File: src/rtl/fifo_uart_tx.sv
// fifo_uart_tx: drains a synchronous FIFO and serialises each word as a UART frame on tx.
// Define PARITY_EN to add an even-parity bit after the data bits.
module fifo_uart_tx #(
  parameter int DATA_WIDTH   = 8,
  parameter int CLKS_PER_BIT = 16,
  parameter int STOP_BITS    = 1
) (
  input  logic                  clk,
  input  logic                  rst,
  input  logic                  fifo_empty,
  input  logic [DATA_WIDTH-1:0] fifo_data,
  output logic                  fifo_rd,
  output logic                  tx,
  output logic                  busy,
  output logic                  done
);
  localparam int BW = $clog2(CLKS_PER_BIT);
  localparam int CW = $clog2(DATA_WIDTH + 1);
  localparam logic [BW-1:0] BAUD_LAST = BW'(CLKS_PER_BIT - 1);
  localparam logic [CW-1:0] DATA_LAST = CW'(DATA_WIDTH - 1);
  localparam logic [CW-1:0] STOP_LAST = CW'(STOP_BITS - 1);
`ifdef PARITY_EN
  typedef enum logic [2:0] {IDLE, LOAD, START, DATA, PARITY, STOP} state_t;
`else
  typedef enum logic [2:0] {IDLE, LOAD, START, DATA, STOP} state_t;
`endif
  state_t state, state_n;
  logic [BW-1:0] baud, baud_n;
  logic [CW-1:0] bit_cnt, bit_n;
  logic [DATA_WIDTH-1:0] shift, shift_n;
  logic tx_d, bit_end;
`ifdef PARITY_EN
  logic par, par_n;
`endif
  assign bit_end = baud == BAUD_LAST;
  assign fifo_rd = state == IDLE && !fifo_empty && !rst;
  assign busy = state != IDLE;
  assign done = state == STOP && bit_end && bit_cnt == STOP_LAST;
  always_comb begin
    state_n = state;
    baud_n = bit_end ? '0 : baud + BW'(1);
    bit_n = bit_cnt;
    shift_n = shift;
`ifdef PARITY_EN
    par_n = par;
`endif
    case (state)
      IDLE: begin
        baud_n = '0;
        bit_n = '0;
        if (!fifo_empty) state_n = LOAD;
      end
      LOAD: begin
        shift_n = fifo_data;
`ifdef PARITY_EN
        par_n = ^fifo_data;
`endif
        baud_n = '0;
        state_n = START;
      end
      START: if (bit_end) state_n = DATA;
      DATA: if (bit_end) begin
        shift_n = shift >> 1;
        bit_n = bit_cnt + CW'(1);
        if (bit_cnt == DATA_LAST) begin
          bit_n = '0;
`ifdef PARITY_EN
          state_n = PARITY;
`else
          state_n = STOP;
`endif
        end
      end
`ifdef PARITY_EN
      PARITY: if (bit_end) state_n = STOP;
`endif
      STOP: if (bit_end) begin
        bit_n = bit_cnt + CW'(1);
        if (bit_cnt == STOP_LAST) begin
          bit_n = '0;
          state_n = IDLE;
        end
      end
      default: state_n = IDLE;
    endcase
    // tx is registered, so it is driven from the state being entered
`ifdef PARITY_EN
    tx_d = state_n == START ? 1'b0 : state_n == DATA ? shift_n[0] : state_n == PARITY ? par_n : 1'b1;
`else
    tx_d = state_n == START ? 1'b0 : state_n == DATA ? shift_n[0] : 1'b1;
`endif
  end
  always_ff @(posedge clk or posedge rst) begin
    if (rst) begin
      state <= IDLE;
      baud <= '0;
      bit_cnt <= '0;
      shift <= '0;
      tx <= 1'b1;
`ifdef PARITY_EN
      par <= 1'b0;
`endif
    end else begin
      state <= state_n;
      baud <= baud_n;
      bit_cnt <= bit_n;
      shift <= shift_n;
      tx <= tx_d;
`ifdef PARITY_EN
      par <= par_n;
`endif
    end
  end
endmodule

File: config.mk
export PLATFORM = sky130hd
export DESIGN_NAME = fifo_uart_tx
export DESIGN_NICKNAME = d
export VERILOG_FILES = /design/src/rtl/fifo_uart_tx.sv
export SDC_FILE = /design/constraint.sdc
export NUM_CORES = 1
export LEC_CHECK = 0
export CAP_MARGIN = 10
export CORE_UTILIZATION = 26
export CTS_CLUSTER_SIZE = 8
export DETAILED_ROUTE_END_ITERATION = 8
export GPL_TIMING_DRIVEN = 1
export SLEW_MARGIN = 20
export SYNTH_ARGS = -nofsm -noshare
export SYNTH_HDL_FRONTEND = slang
export SYNTH_SLANG_ARGS = --single-unit
File: constraint.sdc
create_clock -name clk -period 3.05 [get_ports clk]
set_clock_uncertainty 0.2 [all_clocks]
set_input_delay 0.4575 -clock clk [delete_from_list [all_inputs] [get_ports clk]]
set_output_delay 0.4575 -clock clk [all_outputs]
set_load 0.1 [all_outputs]
# ---- Word-level counts from Yosys, hierarchy flattened
# Index checks and enable logic that the tools add are counted.
dict set report totals {
  regBits 20
  latchBits 0
  ramBits 0
  rom_bits 0
  in_bits 11
  out_inout_bits 4
  word_cells 50
  mem_count 0
}
dict set report classes {
  n_addsub 2
  multipliers 0
  div_mod_pow 0
  order_cmp 0
  eq_ne 10
  shifts 0
  muxes 18
  n_bitwise 0
  reduce_logical 14
}
# operator n
set op_table {}
lappend op_table {{$mux W4} 6}
lappend op_table {{$mux W3} 6}
lappend op_table {{$pmux W8 S2} 1}
lappend op_table {{$pmux W3 S5} 1}
lappend op_table {{$eq A3 B2 Y1 const B} 4}
lappend op_table {{$pmux W4 S3} 1}
lappend op_table {{$add A4 B1 Y4 const B} 2}
lappend op_table {{$mux W8} 1}
lappend op_table {{$reduce_bool A3 Y1} 2}
lappend op_table {{$eq A4 B3 Y1 const B} 1}
lappend op_table {{$eq A4 B4 Y1 const B} 1}
lappend op_table {{$logic_and A1 B1 Y1} 4}
lappend op_table {{$logic_not A4 Y1} 1}
lappend op_table {{$ne A2 B2 Y1 const B} 2}
lappend op_table {{$eq A3 B1 Y1 const B} 1}
lappend op_table {{$eq A3 B3 Y1 const B} 1}
lappend op_table {{$logic_not A3 Y1} 1}
lappend op_table {{$reduce_and A3 Y1} 1}
lappend op_table {{$logic_not A1 Y1} 2}
lappend op_table {{$mux W1} 2}
lappend op_table {{$reduce_and A2 Y1} 1}
lappend op_table {{$reduce_bool A2 Y1} 1}
lappend op_table {{$reduce_or A2 Y1} 1}

# ---- Logic depth before layout (Yosys ltp)
dict set report depth {
  depth_word 7
  ltp_mapped 6
  mapped_depth_nobuf 6
}

# ---- Least setup slack after synthesis
# Ideal clock, no wire load.
dict set report synth_timing {
  kind {register to output}
  from {register state[1]}
  to {output fifo_rd}
  arrival_time_ns 3.130
  t_required_ns 2.392
  setup_slack_ns -0.738
  stages_incl_launch_ff 4
  n_path_buf 1
  cell_sequence {dfrtp_1 buf_2 or3_4 nor3_1}
}
dict set report synth_between {
  elab_chain_cells 3
}
# element line
set synth_lines {}
lappend synth_lines {{from (decl)} 27} ;# state_t state, state_n;
lappend synth_lines {{from (signal assigned)} 104} ;# state <= state_n;
lappend synth_lines {{$logic_not A3 Y1} 36} ;# assign fifo_rd = state == IDLE && !fifo_empty && !rst;
lappend synth_lines {{$logic_and A1 B1 Y1 (2 in a row)} 36}
lappend synth_lines {{to (decl)} 12} ;# output logic fifo_rd,
# Every way passes these cells.

# ---- Worst setup path in the final report
dict set report layout_timing {
  from {register state[1]}
  to {output done}
}
dict set report layout_between {
  elab_chain_cells 3
}
# element line
set layout_lines {}
lappend layout_lines {{$eq A3 B3 Y1} 38} ;# assign done = state == STOP && bit_end && bit_cnt == STOP_LAST;
lappend layout_lines {{$logic_and A1 B1 Y1 (2 in a row)} 38}
lappend layout_lines {{to (decl)} 15} ;# output logic done
# Every way passes these cells.

==> run summary <==
* 2 — Clock Path Buffers
* 1 — hold depth
* 0.59 ns — Critical Path Max Stage Delay
* 45.02% — Synth top area share
* 850.1 nW/µm² — power per cell area
* 1.571 mm — final HPWL from detailed placement
* 790 — via count of the first global-routing pass
* 15.20% — share of final-layout standard cells stronger than drive strength 1
* 126 — number of nets in the synthesized netlist
* or3b_4 > nor3_2 > buf_4 — cell-by-cell listing of the critical path
* simple AND/OR/NAND/NOR gates — largest delay contributor family on the critical path
* 22 — floorplan row count
* 20 — Sinks on Clock Net
* 0 — count of endpoints failing setup in the final report
* 80.03% — share of the cycle needed by the critical path after routing
* dfrtp_1 — cell with the largest stage delay on the worst path
* flop — CP Launch Type
* no — RSZ-0062 raised after global routing
* 0.7315 — placer's final routability congestion estimate
* 3771 µm² — area of the core
* 2.441 ns — clock period minus final worst setup slack
* 21 — maximum number of pins on one net before global-route repair
* 0.7542 ns — slew at the pin closest to its max-slew limit
* completed — run status
* dfrtp_1 — cell type contributing the most total cell area after synthesis
* 23.34% — area overhead of the layout relative to synthesis
* dfrtp_1, nor2_1, nand2_1 — cell types with the highest counts after synthesis
* 15 — count of pins on the block boundary
* 0 — cts-stage hold buffer count
* 1056 µm² — Post-Syn Area
* 0 — remaining design rule violation count
* dfrtp_1 — cell with the most instances after synthesis
* 0 — number of flops mapped to enable cells by yosys
* 14 — total of buffers placed on input and output ports
* 4.983 — Vias/cell
* 0.5319 nW — reported leakage power
* 0.08 ns — clock transition at the registers of the reported paths
* 65.73 µm — vertical die dimension
* 0 — ANT nets after route
* 65.73 µm — Die W
* 140 — Final nets
* 39 — number of library cell types mapped by synthesis
* clkbuf_8 — Clock Tree Root
* 47.51% — sequential fraction of the synthesis area
* 100.0% — share of flip-flops with an asynchronous set or reset
* built — CTS tree
* 0 — number of hold violations in the final report
* 0.26 ns — clk_lat worst skew
* 0 — number of antenna violations at the first check in global routing
* 169 — number of cells in the design after placement
* 1 — buffers plus inverters on the worst setup path
* 3 — cts bufs inserted
* 9.429 µm² — Mean Syn Cell Area
* 3 — number of cells on the critical path
* 0 — final-report max-slew violation count
* 10.53% — global router's overall resource usage
* 0.2207 mV — VDD IR max
* 0 — count of antenna diodes in the layout
* 1 — H-Tree Level Count
* 0 — overflow left after global routing
* 49.66% — Slew Limit Headroom
* 5 — worst reg-to-reg path cell count
* dfrtp_1 — most instantiated flip-flop cell in the synthesis netlist
* 409.7 MHz — maximum achievable frequency
* 28.00% — starting utilization of the core area
* flop to primary output — startpoint-to-endpoint class of the critical path
* 2.39 ns — required time of the critical path
* primary output — Crit. End Element
* flop to flop — kind of path behind the tightest hold check
* 862 — total vias in the final route
* 20 — register bit count reported by yosys
* dfrtp_1, nor2_1, ha_1 — synth top area cells
* 0 — number of maximum-capacitance violations
* 173 — number of standard cells in the layout, taps in and fillers out
* 112 — Syn Inst Count
* 3.429 mm — wire length of the first global-routing pass
* 0 — number of gates resized after cts
* 0 — total number of yosys warnings
* 20 — crit path max fanout
* 4320 µm² — die area
* 4 — drt first pass iters
* 0 ns — final-layout setup total negative slack
* 1.78 ns — CP arrival
* 43 — violation count after the first detailed-routing iteration
* 12.42 µm — per-cell routed wire length
* 0 — postcts setup bufs
* 2.148 mm — aggregate routed wire length
registers in the layout, summed over array words and instances, names as in the netlist:
name	count
baud	4
shift	8
bit_cnt	4
state	3
tx	1
per-layer routing:
metal	routed length (µm)	up-vias	part of all wire [%]	global-route usage, %
met3	79	2	3.7	2.778
met2	1040	15	48	16.20
met1	1009	417	47	13.57
met4	19	0	0.88	4.891
li1	-	428	-	-
met5	0	-	0	0
report_power, final:
part	switching, mW	internal [mW]	total [mW]
Sequential	0.0823	0.372	0.455
Combinational	0.224	0.161	0.385
Clock	0.0920	0.175	0.267
stage by stage:
step | hold slack (ns) | worst slack [ns] | power, mW | cell area [µm²] | utilization, %
floorplan | 0.2206 | 0.1319 | 0.7577 | 1066 | -
global placement | 0.2621 | 0.8985 | 0.8327 | 1231 | 32.65
detailed placement | 0.2733 | 0.8918 | 0.8472 | 1231 | 32.65
CTS | 0.2842 | 0.5945 | 1.115 | 1303 | 34.54
global route | 0.3111 | 0.5264 | 1.181 | 1303 | 34.54
finish | 0.2761 | 0.6090 | 1.107 | 1303 | 34.54
layout make-up:
class                           instances  area, µm²
Fill cell                             385       2469
Multi-Input combinational cell         83      524.3
Clock inverter                          1      30.03
Clock buffer                            3      41.29
Tap cell                               48      60.06
Sequential cell                        20      501.7
Timing Repair Buffer                   14      130.1
Inverter                                4      15.01
worst paths after layout:
kind	from	end	slack, ns
setup reg to reg	baud[0]	bit_cnt[2]	1.17
hold reg to reg	baud[0]	baud[0]	0.28
min in group asynchronous	rst	bit_cnt[2]	0.48
max in group asynchronous	rst	bit_cnt[1]	1.69
setup / recovery	state[1]	done	0.61
hold / removal	baud[0]	baud[0]	0.28
cells in the final DEF, fill, tap and decap left out, drive strengths merged:
| master | n |
|---|---|
| o32ai | 1 |
| a31oi | 1 |
| nand2 | 9 |
| nor2 | 12 |
| ha | 3 |
| xnor2 | 1 |
| o22ai | 6 |
| dfstp | 1 |
| nor3b | 3 |
| o21bai | 1 |
| or3 | 1 |
| clkbuf | 3 |
| clkdlybuf4s50 | 10 |
| o2bb2ai | 1 |
| nand3 | 7 |
| or3b | 1 |
| a22o | 1 |
| a21oi | 7 |
| inv | 4 |
| nor3 | 7 |
| dfrtp | 19 |
| nand4 | 1 |
| o21ai | 5 |
| xor2 | 1 |
| nand3b | 2 |
| o22a | 1 |
| and3 | 2 |
| nor2b | 2 |
| a21o | 1 |
| bufinv | 1 |
| o31a | 1 |
| a21bo | 1 |
| a32oi | 1 |
| nand2b | 1 |
| and3b | 1 |
| o21a | 1 |
| buf | 4 |
worst register-to-register path: stages, from the launching register on:
cell and delay [ns]:
dfrtp_1 0.37, ha_1 0.22, nand3_2 0.22, o31a_2 0.42, o2bb2ai_1 0.13, a22o_2 0.20
kinds of logic after synthesis:
| family | synth area share [%] |
|---|---|
| AND/OR/NAND/NOR | 25.35 |
| AO/OA/AOI/OAI | 18.13 |
| flip-flops | 47.51 |
| buffers and inverters | 3.791 |
| adder cells (fa/ha/maj) | 3.555 |
| XOR/XNOR | 1.659 |
Note: power is estimated with default switching activity, not from simulation.
